--- src/rtl/multicycle_control_if.sv ---
// Control bundle between IR/decode fields, shared memory handshake and datapath.
// master = control FSM side, slave = datapath/memory side.
interface multicycle_control_if #(
    parameter int ALU_SEL_W = 4
);
    logic [6:0]           opcode;
    logic [2:0]           funct3;
    logic                 funct7_5;
    logic                 zero;
    logic                 mem_ready;
    logic                 pc_write;
    logic                 ir_write;
    logic                 adr_src;
    logic                 mem_read;
    logic                 mem_write;
    logic                 reg_write;
    logic [1:0]           alu_src_a;
    logic [1:0]           alu_src_b;
    logic [1:0]           result_src;
    logic [ALU_SEL_W-1:0] alu_sel;
    logic                 illegal;
    logic                 mem_timeout;
    logic [3:0]           state_dbg;

    modport master (
        input  opcode, funct3, funct7_5, zero, mem_ready,
        output pc_write, ir_write, adr_src, mem_read, mem_write,
        output reg_write, alu_src_a, alu_src_b, result_src,
        output alu_sel, illegal, mem_timeout, state_dbg
    );

    modport slave (
        output opcode, funct3, funct7_5, zero, mem_ready,
        input  pc_write, ir_write, adr_src, mem_read, mem_write,
        input  reg_write, alu_src_a, alu_src_b, result_src,
        input  alu_sel, illegal, mem_timeout, state_dbg
    );
endinterface

--- src/rtl/multicycle_control.sv ---
// Multi-cycle RV32I control FSM: fetch/decode/execute/memory/writeback
// sequencing with memory ready handshake, illegal-op and timeout traps.
module multicycle_control #(
    parameter int ALU_SEL_W   = 4,
    parameter int MEM_TIMEOUT = 16,
    parameter int SUPPORT_JAL = 1
) (
    input  logic clk,
    input  logic reset,
    multicycle_control_if.master bus
);
    typedef enum logic [3:0] {
        S_FETCH   = 4'd0,
        S_DECODE  = 4'd1,
        S_MEM_ADR = 4'd2,
        S_MEM_RD  = 4'd3,
        S_MEM_WB  = 4'd4,
        S_MEM_WR  = 4'd5,
        S_EXEC_R  = 4'd6,
        S_EXEC_I  = 4'd7,
        S_ALU_WB  = 4'd8,
        S_BEQ     = 4'd9,
        S_JAL     = 4'd10,
        S_TRAP    = 4'd11
    } state_t;

    localparam int CW = (MEM_TIMEOUT > 1) ? $clog2(MEM_TIMEOUT) : 1;
    localparam logic [CW-1:0] CNT_LAST = CW'(MEM_TIMEOUT - 1);

    localparam logic [6:0] OP_LW  = 7'b0000011;
    localparam logic [6:0] OP_SW  = 7'b0100011;
    localparam logic [6:0] OP_R   = 7'b0110011;
    localparam logic [6:0] OP_I   = 7'b0010011;
    localparam logic [6:0] OP_BR  = 7'b1100011;
    localparam logic [6:0] OP_JAL = 7'b1101111;

    localparam logic [3:0] ALU_AND = 4'b0000;
    localparam logic [3:0] ALU_OR  = 4'b0001;
    localparam logic [3:0] ALU_ADD = 4'b0010;
    localparam logic [3:0] ALU_XOR = 4'b0011;
    localparam logic [3:0] ALU_SUB = 4'b0110;
    localparam logic [3:0] ALU_SLT = 4'b0111;

    state_t        state, state_next;
    logic [CW-1:0] cnt;
    logic          illegal_q, timeout_q;
    logic          set_ill, set_to;
    logic          f3_ok, wait_hit;
    logic [3:0]    dec_sel, alu_code;
    logic          pc_write, ir_write, adr_src;
    logic          mem_read, mem_write, reg_write;
    logic [1:0]    src_a, src_b, res_src;

    always_comb begin
        f3_ok   = 1'b1;
        dec_sel = ALU_ADD;
        case (bus.funct3)
            3'b000: dec_sel = (bus.opcode == OP_R && bus.funct7_5)
                              ? ALU_SUB : ALU_ADD;
            3'b111: dec_sel = ALU_AND;
            3'b110: dec_sel = ALU_OR;
            3'b100: dec_sel = ALU_XOR;
            3'b010: dec_sel = ALU_SLT;
            default: f3_ok = 1'b0;
        endcase
    end

    // Final allowed wait cycle without ready traps; ready on it still wins.
    assign wait_hit = (cnt == CNT_LAST) && !bus.mem_ready;

    always_comb begin
        state_next = state;
        set_ill    = 1'b0;
        set_to     = 1'b0;
        pc_write   = 1'b0;
        ir_write   = 1'b0;
        adr_src    = 1'b0;
        mem_read   = 1'b0;
        mem_write  = 1'b0;
        reg_write  = 1'b0;
        src_a      = 2'b00;
        src_b      = 2'b00;
        res_src    = 2'b00;
        alu_code   = ALU_ADD;
        case (state)
            S_FETCH: begin
                mem_read = 1'b1;
                src_b    = 2'b10;
                res_src  = 2'b10;
                if (bus.mem_ready) begin
                    ir_write   = 1'b1;
                    pc_write   = 1'b1;
                    state_next = S_DECODE;
                end else if (wait_hit) begin
                    set_to     = 1'b1;
                    state_next = S_TRAP;
                end
            end
            S_DECODE: begin
                src_a = 2'b01;
                src_b = 2'b01;
                unique case (1'b1)
                    (bus.opcode == OP_LW || bus.opcode == OP_SW):
                        state_next = S_MEM_ADR;
                    (bus.opcode == OP_R && f3_ok):
                        state_next = S_EXEC_R;
                    (bus.opcode == OP_I && f3_ok):
                        state_next = S_EXEC_I;
                    (bus.opcode == OP_BR && bus.funct3 == 3'b000):
                        state_next = S_BEQ;
                    (SUPPORT_JAL != 0 && bus.opcode == OP_JAL):
                        state_next = S_JAL;
                    default: begin
                        set_ill    = 1'b1;
                        state_next = S_TRAP;
                    end
                endcase
            end
            S_MEM_ADR: begin
                src_a      = 2'b10;
                src_b      = 2'b01;
                state_next = (bus.opcode == OP_LW) ? S_MEM_RD : S_MEM_WR;
            end
            S_MEM_RD: begin
                mem_read = 1'b1;
                adr_src  = 1'b1;
                if (bus.mem_ready) begin
                    state_next = S_MEM_WB;
                end else if (wait_hit) begin
                    set_to     = 1'b1;
                    state_next = S_TRAP;
                end
            end
            S_MEM_WB: begin
                res_src    = 2'b01;
                reg_write  = 1'b1;
                state_next = S_FETCH;
            end
            S_MEM_WR: begin
                mem_write = 1'b1;
                adr_src   = 1'b1;
                if (bus.mem_ready) begin
                    state_next = S_FETCH;
                end else if (wait_hit) begin
                    set_to     = 1'b1;
                    state_next = S_TRAP;
                end
            end
            S_EXEC_R: begin
                src_a      = 2'b10;
                alu_code   = dec_sel;
                state_next = S_ALU_WB;
            end
            S_EXEC_I: begin
                src_a      = 2'b10;
                src_b      = 2'b01;
                alu_code   = dec_sel;
                state_next = S_ALU_WB;
            end
            S_ALU_WB: begin
                reg_write  = 1'b1;
                state_next = S_FETCH;
            end
            S_BEQ: begin
                src_a      = 2'b10;
                alu_code   = ALU_SUB;
                pc_write   = bus.zero;
                state_next = S_FETCH;
            end
            S_JAL: begin
                src_a      = 2'b01;
                src_b      = 2'b10;
                pc_write   = 1'b1;
                state_next = S_ALU_WB;
            end
            S_TRAP: state_next = S_TRAP;
            default: state_next = S_FETCH;
        endcase
    end

    always_ff @(posedge clk) begin
        if (reset) begin
            state     <= S_FETCH;
            cnt       <= '0;
            illegal_q <= 1'b0;
            timeout_q <= 1'b0;
        end else begin
            state     <= state_next;
            cnt       <= (state_next == state && state != S_TRAP)
                         ? cnt + CW'(1) : '0;
            illegal_q <= illegal_q | set_ill;
            timeout_q <= timeout_q | set_to;
        end
    end

    assign bus.pc_write    = pc_write;
    assign bus.ir_write    = ir_write;
    assign bus.adr_src     = adr_src;
    assign bus.mem_read    = mem_read;
    assign bus.mem_write   = mem_write;
    assign bus.reg_write   = reg_write;
    assign bus.alu_src_a   = src_a;
    assign bus.alu_src_b   = src_b;
    assign bus.result_src  = res_src;
    assign bus.alu_sel     = ALU_SEL_W'(alu_code);
    assign bus.illegal     = illegal_q;
    assign bus.mem_timeout = timeout_q;
    assign bus.state_dbg   = state;
endmodule
--- src/flat_wrapper.sv ---
// flat-port wrapper written by rule: the top's interface ports become plain ports
module multicycle_control_flat 
#(
    parameter int ALU_SEL_W   = 4,
    parameter int MEM_TIMEOUT = 16,
    parameter int SUPPORT_JAL = 1
)
  (clk, reset, bus_opcode, bus_funct3, bus_funct7_5, bus_zero, bus_mem_ready, bus_pc_write, bus_ir_write, bus_adr_src, bus_mem_read, bus_mem_write, bus_reg_write, bus_alu_src_a, bus_alu_src_b, bus_result_src, bus_alu_sel, bus_illegal, bus_mem_timeout, bus_state_dbg);
  multicycle_control_if #(.ALU_SEL_W(ALU_SEL_W)) bus_i ();
  input  logic clk;
  input  logic reset;
  input wire logic [$bits(bus_i.opcode)-1:0] bus_opcode;
  input wire logic [$bits(bus_i.funct3)-1:0] bus_funct3;
  input wire logic [$bits(bus_i.funct7_5)-1:0] bus_funct7_5;
  input wire logic [$bits(bus_i.zero)-1:0] bus_zero;
  input wire logic [$bits(bus_i.mem_ready)-1:0] bus_mem_ready;
  output wire logic [$bits(bus_i.pc_write)-1:0] bus_pc_write;
  output wire logic [$bits(bus_i.ir_write)-1:0] bus_ir_write;
  output wire logic [$bits(bus_i.adr_src)-1:0] bus_adr_src;
  output wire logic [$bits(bus_i.mem_read)-1:0] bus_mem_read;
  output wire logic [$bits(bus_i.mem_write)-1:0] bus_mem_write;
  output wire logic [$bits(bus_i.reg_write)-1:0] bus_reg_write;
  output wire logic [$bits(bus_i.alu_src_a)-1:0] bus_alu_src_a;
  output wire logic [$bits(bus_i.alu_src_b)-1:0] bus_alu_src_b;
  output wire logic [$bits(bus_i.result_src)-1:0] bus_result_src;
  output wire logic [$bits(bus_i.alu_sel)-1:0] bus_alu_sel;
  output wire logic [$bits(bus_i.illegal)-1:0] bus_illegal;
  output wire logic [$bits(bus_i.mem_timeout)-1:0] bus_mem_timeout;
  output wire logic [$bits(bus_i.state_dbg)-1:0] bus_state_dbg;
  assign bus_i.opcode = bus_opcode;
  assign bus_i.funct3 = bus_funct3;
  assign bus_i.funct7_5 = bus_funct7_5;
  assign bus_i.zero = bus_zero;
  assign bus_i.mem_ready = bus_mem_ready;
  assign bus_pc_write = bus_i.pc_write;
  assign bus_ir_write = bus_i.ir_write;
  assign bus_adr_src = bus_i.adr_src;
  assign bus_mem_read = bus_i.mem_read;
  assign bus_mem_write = bus_i.mem_write;
  assign bus_reg_write = bus_i.reg_write;
  assign bus_alu_src_a = bus_i.alu_src_a;
  assign bus_alu_src_b = bus_i.alu_src_b;
  assign bus_result_src = bus_i.result_src;
  assign bus_alu_sel = bus_i.alu_sel;
  assign bus_illegal = bus_i.illegal;
  assign bus_mem_timeout = bus_i.mem_timeout;
  assign bus_state_dbg = bus_i.state_dbg;
  multicycle_control #(.ALU_SEL_W(ALU_SEL_W), .MEM_TIMEOUT(MEM_TIMEOUT), .SUPPORT_JAL(SUPPORT_JAL)) u_core (.clk(clk), .reset(reset), .bus(bus_i));
endmodule
--- config.mk ---
export PLATFORM = sky130hd
export DESIGN_NAME = multicycle_control_flat
export DESIGN_NICKNAME = d
export VERILOG_FILES = /design/src/rtl/multicycle_control_if.sv /design/src/rtl/multicycle_control.sv /design/src/flat_wrapper.sv
export SDC_FILE = /design/constraint.sdc
export NUM_CORES = 1
export LEC_CHECK = 0
export BUFFER_PORTS_ARGS = -buffer_cell sky130_fd_sc_hd__buf_2
export CORE_MARGIN = 2
export CORE_UTILIZATION = 25
export CTS_CLUSTER_SIZE = 28
export DETAILED_ROUTE_END_ITERATION = 7
export PLACE_DENSITY_LB_ADDON = 0.1
export REMOVE_ABC_BUFFERS = 1
export SETUP_SLACK_MARGIN = 0.3
export SLEW_MARGIN = 15
export SYNTH_ARGS = -nofsm -noshare
export SYNTH_HDL_FRONTEND = slang
export SYNTH_SLANG_ARGS = --single-unit
--- constraint.sdc ---
create_clock -name clk -period 2.1 [get_ports clk]
set_input_delay 0.105 -clock clk [delete_from_list [all_inputs] [get_ports clk]]
set_output_delay 0.105 -clock clk [all_outputs]
set_load 0.02 [all_outputs]
==> impl_metrics.yaml <==
power_and_ir_drop:
  p_int_uw: 524
  p_per_area_mw_per_mm2: 721
  ir_worst_vdd_mv: 0.280
  comb_power_share_pct: 52.0
  pwr-share-clk_pct: 20.9
  p_leak_uw: 0.000523
  swShare_pct: 43.1
  seqPwrFrac_pct: 27.2
  switchingPower_uw: 397
global_route:
  antenna_found_initial: 0
  grt_pass1_vias: 1023
  grt_pass1_wl_microns: 4770
  grt_max_degree: 20
  grt_usage_pct: 13.6
  overflow: 0
sta:
  min_period_ps: 1690
  period_share_pct: 80.4
  setup_viol: 0
  fmax_mhz: 593
  fin_tns_setup_ps: 0
  finalMaxSlewViolations: 0
  rsz0062_at_grt: "no"
  fin_hold_ws_ps: 135
  hold_viol: 0
  clock_skew_ps: 4.43
yosys:
  netlist_instances: 144
  synth_seq_cells: 10
  yosysSeqAreaShare_pct: 20.6
  yosysWarnings: 0
  avgSynthCellArea_sq_um: 6.75
  synth_edf_count: 0
  netlist_area_sq_um: 972
  async_flop_share_pct: 0
  synth.distinct_cells: 47
  ys.flop_type: "dfxtp_1"
worst_hold_path:
  hold_depth: 2
  hp-class: "in2reg"
  min_from: "reset"
  min_to: "u_core.bus.state_dbg[3]"
cts:
  cts_tree: "built"
  clk_root_buffer_cell: "clkbuf_8"
  post_cts_buffers: 0
  clk_latency_ps: 230
  holdBufCountCts: 0
  htree_levels: 1
  numCtsBuffers: 3
  cts.sinks: 10
  clk_pin_slew_ps: 40
  clk_path_buf_depth: 2
worst_setup_path:
  critPathSlowestCell: "or4_1"
  slowest_delay_ps: 470
  reg2regPathDepth: 6
  crit_fanout: 5
  rrSetupSlack_ps: 470
  crit_arrival_ps: 1580
  worstSetupEndpointType: "output port"
  r2r-start: "u_core.cnt[0]"
  critical_path_required_ps: 2000
  cp_cell_sequence: "inv_2, nor2_2, nand2_1, or4_1, o21ai_0, buf_2"
  rr_endpoint: "u_core.cnt[0]"
  critPathLaunchType: "register"
  timing_worst_setup_path_type: "reg2out"
outcome:
  run_status: "complete, no violations"
drt:
  wl_met3_microns: 163
  wl_microns: 2900
  top_layer: "met4"
  initialDrtViolationCount: 50
  viasPerCell: 5.08
  met2WireLength_microns: 1310
  first_pass_iters: 4
  post-route-drc-count: 0
  antenna_left: 0
  vias: 1153
  wire_per_inst_microns: 12.8
  wl_met1_microns: 1420
placed_design:
  place_inst: 224
  place.gp.congestion: 0.863
  place_hpwl_microns: 2250
  place.port_buffers: 35
floorplanning:
  die_area_sq_mm: 0.00440
  initial_utilization_pct: 26.4
  rows: 22
  coreArea_sq_mm: 0.00369
  boundaryPins: 37
  die_y_microns: 66.4
  die_w_microns: 66.4
layout:
  stdcell_count: 227
  multiInputGateArea_sq_um: 727
  finalNetCount: 197
  area.sequential_sq_um: 206
  area_growth_pct: 31.4
  diodes: 0
  fill_cells: 421
  layout-drive-gt1-share_pct: 33.5
flow_run:
  max_cap_viol_count: 0
cell families (layout without fill, tap and decap cells):
kind of cell    count (synthesis)  count (layout)  synth area share, %
compound gates                 40              40                 25.6
xor+xnor                        5               5                 4.50
fa+ha+maj                       1               1                 1.29
buf+inv                        14              49                 6.05
flops                          10              10                 20.6
other cells                     1               1                0.386
simple gates                   73              73                 41.6
placed cells by master (no fill, tap or decap), types with 4 or more instances in the layout:
cell | synthesis | final
a21oi_1 | 15 | 15
buf_2 | 2 | 35
buf_4 | 1 | 7
dfxtp_1 | 10 | 7
nand2_1 | 13 | 13
nand3_1 | 5 | 5
nor2_1 | 19 | 18
nor2b_1 | 5 | 4
nor3_1 | 7 | 7
o21ai_0 | 7 | 7
xnor2_1 | 4 | 4
cell type report:
cell class                      count  share of cell area (%)
Multi-Input combinational cell    120                    56.9
Timing Repair Buffer               42                    17.8
Sequential cell                    10                    16.2
Tap cell                           48                    4.70
Clock buffer                        3                    3.23
Inverter                            4                    1.18
worst max path at each step:
stage,from,to,slack (ps),cells past startpoint
after CTS,u_core.bus.state_dbg[3],bus_alu_sel[2],310,5
after detailed placement,u_core.cnt[0],u_core.cnt[0],300,6
after global routing,u_core.bus.state_dbg[2],bus_alu_sel[2],320,6
after global placement,u_core.cnt[0],u_core.cnt[0],380,6
final,u_core.bus.state_dbg[2],bus_alu_sel[2],410,6
after floorplan,u_core.bus.state_dbg[2],bus_alu_sel[2],60,5
through the flow:
step           area [sq um]  util (%)  worst slack, ps  power, uW
2_1_floorplan           928         -             58.5        554
3_3_place_gp           1220      33.0              379        723
3_5_place_dp           1220      33.0              297        725
4_1_cts                1270      34.3              309        925
5_1_grt                1280      34.6              319        992
6_report               1280      34.6              412        921
layer usage:
metal | up-vias | track usage [%]
met5 | - | 0
met4 | 0 | 3.06
met3 | 2 | 2.04
met2 | 29 | 20.8
met1 | 533 | 20.0
li1 | 589 | -
what timing repair did:
action                                  in CTS  in global routing
pin swaps                                    0                  3
endpoints found under the setup margin       4                  5
gates resized for setup                      3                  6
power by group through the flow:
stage	clock [uW]	combinational, uW	sequential, uW
after floorplan	0	271	284
after global placement	0	474	248
after detailed placement	0	475	250
after CTS	199	478	248
after global routing	204	532	256
final	192	479	250
state kept, by name, summed over array words and instances, names as in the netlist:
register / count
u_core.bus.illegal: 1
u_core.bus.mem_timeout: 1
u_core.bus.state_dbg: 4
u_core.cnt: 4
worst max-delay path, delay by kind of cell, from the launching register on:
family	cells	cell delay, ps
and+or+nand+nor	3	640
DFF	1	370
AOI/OAI and AO/OA	1	80
buffers and inverters	2	260
synthesized netlist by cell type, types with 2 or more instances:
cell	instances	area, sq um
and2_1	3	18.8
nor2b_1	5	31.3
a21oi_1	15	75.1
nor2_1	19	71.3
o21ai_0	7	35.0
a31oi_1	2	12.5
inv_1	4	15.0
nand3_1	5	25.0
xnor2_1	4	35.0
a22oi_1	3	22.5
nor3_1	7	35.0
nor4_1	2	12.5
nand4_1	2	12.5
buf_2	2	10.0
nand2_1	13	48.8
dfxtp_1	10	200
or4_1	3	22.5
nand2b_1	2	12.5
o22ai_1	2	12.5
clkbuf_1	6	22.5
or3_1	2	12.5
Power figures use the tool's default switching activity.
